## src/rtl/jedro_1_sign_extender.sv

```systemverilog
// Widens an M-bit field to N bits by sign or zero extension; 1-cycle registered latency, no backpressure.
// Define SIGN_EXT_COMB_OUT_EN for a zero-latency combinational path (clk_i/rstn_i then unused).
module jedro_1_sign_extender #(
  parameter int N = 32,
  parameter int M = 12
) (
  input  logic         clk_i,
  input  logic         rstn_i,
  input  logic [M-1:0] in_i,
  input  logic         zext_i,
  input  logic         valid_i,
  output logic [N-1:0] out_o,
  output logic         valid_o
);

  generate
    if (M < 1 || M > N) begin : g_bad_width
      $error("jedro_1_sign_extender: M (%0d) must satisfy 1 <= M <= N (%0d)", M, N);
    end
  endgenerate

  logic [N-1:0] ext;

  generate
    if (M == N) begin : g_pass
      // Nothing to extend, so the zero/sign selector is irrelevant.
      logic unused_zext;
      assign unused_zext = zext_i;
      assign ext         = in_i;
    end else begin : g_extend
      assign ext = {{(N-M){in_i[M-1] & ~zext_i}}, in_i};
    end
  endgenerate

`ifdef SIGN_EXT_COMB_OUT_EN
  logic unused_clk_rst;
  assign unused_clk_rst = clk_i ^ rstn_i;

  assign out_o   = ext;
  assign valid_o = valid_i;
`else
  logic [N-1:0] out_d, out_q;
  logic         valid_d, valid_q;

  // Hold on idle cycles so junk on in_i never reaches the output.
  always_comb begin
    out_d   = out_q;
    valid_d = valid_i;
    if (valid_i) begin
      out_d = ext;
    end
  end

  always_ff @(posedge clk_i or negedge rstn_i) begin
    if (!rstn_i) begin
      out_q   <= '0;
      valid_q <= 1'b0;
    end else begin
      out_q   <= out_d;
      valid_q <= valid_d;
    end
  end

  assign out_o   = out_q;
  assign valid_o = valid_q;
`endif

endmodule

```

## config.mk

```make
export PLATFORM = sky130hd
export DESIGN_NAME = jedro_1_sign_extender
export DESIGN_NICKNAME = d
export VERILOG_FILES = /design/src/rtl/jedro_1_sign_extender.sv
export SDC_FILE = /design/constraint.sdc
export NUM_CORES = 1
export LEC_CHECK = 0
export ABC_CLOCK_PERIOD_IN_PS = 1200
export CORE_ASPECT_RATIO = 0.8
export CORE_MARGIN = 4
export CORE_UTILIZATION = 33
export CTS_CLUSTER_SIZE = 40
export DETAILED_ROUTE_END_ITERATION = 7
export GPL_TIMING_DRIVEN = 0
export MAX_ROUTING_LAYER = met4
export PLACE_DENSITY = 0.82
export SYNTH_ARGS = -nofsm -noshare
export SYNTH_HDL_FRONTEND = slang
export SYNTH_SLANG_ARGS = --single-unit
```

## constraint.sdc

```tcl
create_clock -name clk_i -period 1.2 [get_ports clk_i]
set_input_delay 0.24 -clock clk_i [delete_from_list [all_inputs] [get_ports clk_i]]
set_output_delay 0.24 -clock clk_i [all_outputs]
set_load 0.02 [all_outputs]
```

==> results of run 1 <==
[placed cells by master, fill, tap and decap left out]
cell / count
mux2_2: 4
dlygate4sd2_1: 1
inv_1: 1
clkbuf_4: 3
o21ai_0: 1
nand3b_1: 1
mux2_4: 8
clkbuf_2: 3
clkbuf_8: 1
buf_4: 17
dfrtp_2: 1
clkdlybuf4s50_1: 14
clkdlybuf4s15_2: 10
dfrtp_1: 13
buf_6: 25
[final timing paths]
check	end	slack [ns]	depth (start not counted)
worst min register to register	out_o[10]	0.52	1
worst max-delay path	out_o[24]	-0.13	3
min in group clk_i	valid_o	0.36	1
worst max register to register	out_o[12]	0.41	3
max in group asynchronous	out_o[12]	0.41	1
worst min-delay path	out_o[10]	0.35	1
[kinds of logic after synthesis]
family	Yosys count
and+or+nand+nor	1
AOI/OAI and AO/OA	1
DFF	14
muxes	12
buffers and inverters	21
[layer usage]
metal  global-route usage (%)  vias up
met3                     2.65        2
met4                     5.66        0
met2                     21.7       33
met1                     13.1      237
met5                        -        -
li1                         -      252
[repair_timing]
item | CTS | global route
gates resized for setup | 161 | 5
hold endpoints to repair | 0 | 0
endpoints found under the setup margin | 41 | 23
buffers inserted | 2 | 0
[layout make-up]
type / instances / area [um^2] / area share [%]
repair buffers: 50 / 524 / 40.8
plain buffers: 20 / 161 / 12.6
inverters: 1 / 3.75 / 0.292
multi-input cells: 14 / 178 / 13.8
clock buffers: 4 / 36.3 / 2.82
well taps: 24 / 30.0 / 2.34
flip-flops and latches: 14 / 352 / 27.4
[per-stage QoR]
| step | instance area (um^2) | utilization (%) | total power, mW | instances | hold WS [ns] |
|---|---|---|---|---|---|
| floorplan | 686 | - | 0.825 | 49 | -0.0556 |
| CTS | 1290 | 67.2 | 1.46 | 127 | 0.355 |
| global route | 1280 | 66.7 | 1.50 | 127 | 0.353 |
| finish | 1280 | 66.7 | 1.43 | 127 | 0.352 |
| detailed placement | 1200 | 62.1 | 1.10 | 121 | 0.493 |
| global placement | 1200 | 62.1 | 1.08 | 121 | 0.491 |
[where the power goes]
group	internal, mW	switching, mW
sequential	0.517	0.0240
clock	0.184	0.149
combinational	0.320	0.239
total	1.02	0.412
[registers in the layout, indices dropped and copies added (netlist names)]
register / flops
out_o: 13
valid_o: 1
[critical path, cell delays in order (launching register included)]
cell and delay (ns):
dfrtp_2 0.42, buf_6 0.14, buf_4 0.13, buf_6 0.12
==> impl_metrics.yaml, run 1 <==
sta:
  hold_viol_final: 0
  period_share_pct: 111
  maxSlewHeadroom_pct: 58.0
  worst_slack_ns: -0.126
  tightest_slew_ns: 0.627
  finalCriticalPeriod_ns: 1.33
  drv_slew: 0
  rsz0062_at_grt: "yes"
  setup_viol: 20
  skew_ns: 0
  fmax_mhz: 754
  fin_setup_tns_ns: -2.31
yosys:
  synth_common_cells: "buf_4 (19), dfrtp_1 (14), mux2_4 (8)"
  synth_fa_ha_area_share_pct: 0
  syn_area_per_cell_um2: 14.0
  synth_area_leaders: "dfrtp_1 (51%), buf_4 (21%), mux2_4 (18%)"
  synth_enable_flop_cells: 0
  yosysMostFrequentCell: "buf_4"
  async_reset_ff_share_pct: 100
  syn_inst: 49
  ys_types: 8
  synth_top_cell_by_area: "dfrtp_1"
  ys.flop_type: "dfrtp_1"
  synth-simple-area-share_pct: 1.09
  synth_seq_cells: 14
  synth_top_family_by_area: "multiplexers"
  synth_area_um2: 686
  synth_top_area_share_pct: 51.1
  synth_warnings: 0
  synth-seq-area-share_pct: 51.1
  synth_compound_area_share_pct: 0.730
  synth_xor_area_share_pct: 0
  muxShareOfSynthArea_pct: 24.1
  synth_nets: 65
cells_and_area:
  layout.nets: 120
  syn_to_final_growth_pct: 87.4
  antennaDiodeCount: 0
  drive_above_1_share_pct: 69.9
  num-fill-cells: 147
floorplan:
  num_io_pins: 49
  dieArea_um2: 2880
  die_width_um: 59.0
  start_util_pct: 35.6
  coreArea_um2: 1930
  die_h_um: 48.8
  num_rows: 14
outcome:
  status: "complete, but fails checks"
  violations: "setup timing"
critical_path:
  setup.worst_path.end_class: "primary output"
  worstSetupPathType: "register to primary output"
  r2r-start: "out_o[12]"
  critPathLaunch: "out_o[12]"
  crit_required_ns: 0.96
  cp-start-kind: "register"
  cp.arrival_ns: 1.09
  cp_max_fo: 11
cts:
  clock_sinks: 14
  hold_buffers: 0
  clockBufferDepth: 2
  clk_pin_slew_ns: 0.09
  cts_root_buffer: "clkbuf_4"
  insertion_delay_ns: 0.27
  cts.htree.levels: 1
  cts_buffers: 3
  tritoncts: "yes"
power:
  peakVddDrop_mv: 0.688
  powerDensity_nw_per_um2: 1110
  power_leakage_nw: 0.632
flow_run:
  maxCapViolCount: 0
grt:
  antenna_found_initial: 0
  grt_pass1_wl_um: 2710
  grt_overflow: 0
  track_usage_pct: 12.4
  grt_pass1_vias: 587
  grt_start_max_net_pins: 15
routing:
  drt_wl_total_um: 1660
  route.met2.wl_um: 801
  vias: 524
  post_drt_via_cell_ratio: 4.13
  drtPass1Iterations: 2
  wl_per_cell_um: 13.0
  met1Wirelength_um: 631
  route.antenna.remaining_nets: 0
  topRoutingLayerUsed: "met4"
  drcViolationCount: 0
  drt_iter0_markers: 4
  dr_wl_met3_um: 202
placement:
  place_hpwl_um: 1280
  numPortBuffers: 48
  place_congestion: 0.723
  dpl_worst_slack_ns: -0.547
hold_path:
  hp-class: "primary input to asynchronous set/reset pin"
(Power assumes the default switching activity.)
==> inputs of run 2 (changes only) <==
CORE_MARGIN = default   (was 4)
==> run 2 against run 1 <==
Compared with the run above:
- utilization grew 2.2 points
- fmax shrank 2.0%
- first-iteration DRC count shrank 50%
- flip-flop and latch count is the same
- the run still ends with setup timing left
- worst hold slack lost 0.0071 ns
- sequential power is essentially flat
- critical path depth is the same
- critical path type unchanged
- cell count grew 1.6%
==> impl_metrics.yaml, run 2 (synthesized netlist as in run 1, its figures left out) <==
critical_path:
  crit_required_ns: 0.96
  cp.arrival_ns: 1.11
  max_stage_delay_ns: 0.43
  critPathBufInv: 3
  cp_max_fo: 5
  cp_slowest_cell: "dfrtp_2"
  path_cells: "buf_4 > buf_4 > buf_6"
  critPathMostFrequentCell: "buf_4"
  cp-start-kind: "register"
  setup.worst_path.end_class: "primary output"
  path_delay_family: "flip-flops"
  worstSetupPathType: "register to primary output"
cts:
  clock_sinks: 14
  cts_buffers: 3
  tritoncts: "yes"
  hold_buffers: 0
  insertion_delay_ns: 0.27
  cts_root_buffer: "clkbuf_4"
  clockBufferDepth: 2
  clk_pin_slew_ns: 0.08
  cts.htree.levels: 1
placement:
  place_congestion: 0.632
  place_hpwl_um: 1130
  numPortBuffers: 48
  dpl_worst_slack_ns: -0.543
sta:
  holdWs_ns: 0.345
  fin_setup_tns_ns: -2.58
  rsz0062_at_grt: "yes"
  finalCriticalPeriod_ns: 1.35
  skew_ns: 0
  period_share_pct: 113
  tightest_slew_ns: 0.616
  fmax_mhz: 739
  maxSlewHeadroom_pct: 58.8
  drv_slew: 0
  hold_viol_final: 0
  worst_slack_ns: -0.153
  setup_viol: 20
power:
  p_sw_share_pct: 28.7
  power_frac_seq_pct: 37.3
  p_switching_mw: 0.418
  p_clk_share_pct: 22.9
  total_power_mw: 1.45
  peakVddDrop_mv: 0.790
  powerDensity_nw_per_um2: 1100
  p_int_mw: 1.04
  comb_power_share_pct: 39.8
  power_leakage_nw: 0.648
hold_path:
  hp-class: "primary input to asynchronous set/reset pin"
routing:
  post_drt_via_cell_ratio: 4.25
  drt_iter0_markers: 2
  drtPass1Iterations: 2
  drt_wl_total_um: 1640
  wl_per_cell_um: 12.7
  route.antenna.remaining_nets: 0
  drcViolationCount: 0
  vias: 548
cells_and_area:
  layout.nets: 122
  num-fill-cells: 164
  drive_above_1_share_pct: 70.5
  final_common_cell: "buf_6"
  finish.utilization_pct: 68.9
  antennaDiodeCount: 0
  syn_to_final_growth_pct: 91.8
  largest_reg_flops: 13
  final_cell_mix: "buf_6 (34), clkdlybuf4s50_1 (14), dfrtp_1 (13)"
grt:
  antenna_found_initial: 0
  grt_overflow: 0
  grt_start_max_net_pins: 15
  grt_pass1_vias: 538
  grt_pass1_wl_um: 2450
  track_usage_pct: 16.0
floorplan:
  num_io_pins: 49
  coreArea_um2: 1910
  die_h_um: 42.8
  start_util_pct: 35.9
  dieArea_um2: 2270
  num_rows: 14
  die_width_um: 53.0
flow_run:
  maxCapViolCount: 0
outcome:
  status: "complete, but fails checks"
  violations: "setup timing"
## run 2: changes by cell type in the layout (fill, tap and decap cells not counted)
cell and delta:
buf_2 +4, buf_4 -7, buf_6 +9, clkbuf_2 -1, clkdlybuf4s15_2 -3
## run 2: layout make-up
class                   count  area [um^2]  share of cell area, %
inverters                   1         3.75                  0.285
multi-input cells          14          178                   13.5
plain buffers              20          195                   14.8
clock buffers               4         36.3                   2.76
flip-flops and latches     14          352                   26.7
well taps                  24         30.0                   2.28
repair buffers             52          520                   39.6
## run 2: path summary, 6_finish.rpt
| kind | start | endpoint | slack, ns | cells after the start |
|---|---|---|---|---|
| setup / recovery | out_o[12] | out_o[19] | -0.15 | 3 |
| hold / removal | rstn_i | out_o[1] | 0.35 | 1 |
| setup reg to reg | out_o[12] | out_o[12] | 0.27 | 4 |
| hold reg to reg | out_o[9] | out_o[9] | 0.51 | 1 |
| max in group asynchronous | rstn_i | out_o[12] | 0.42 | 1 |
| min in group clk_i | valid_i | valid_o | 0.35 | 1 |
## run 2: stage by stage
stage,cell area [um^2],instances
floorplan,686,49
global placement,1200,121
detailed placement,1200,121
CTS,1310,128
global route,1320,129
finish,1320,129
## run 2: power groups by stage
stage                     clock, mW  combinational [mW]  sequential, mW
final                         0.333               0.578           0.542
after global routing          0.369               0.607           0.548
after CTS                     0.349               0.574           0.542
after detailed placement          0               0.529           0.561
after global placement            0               0.520           0.559
after floorplan                   0               0.210           0.614
## run 2: per-layer routing
metal | global-route usage (%) | share of wire (%)
met5 | - | 0
met4 | 4.74 | 0.37
met3 | 5.02 | 6.4
met2 | 26.8 | 54
met1 | 18.0 | 39
## run 2: repair_timing
item                       4_1_cts  5_1_grt
gates resized for setup        165       15
buffers inserted                 3        0
cloned                           0        1
setup endpoints to repair       41       26
pin swaps                        0        0
==> inputs of run 3 (changes only) <==
CAP_MARGIN = 30   (was default)
==> results of run 3 <==
No change in the layout: final DEF, timing and power equal those of run 2.
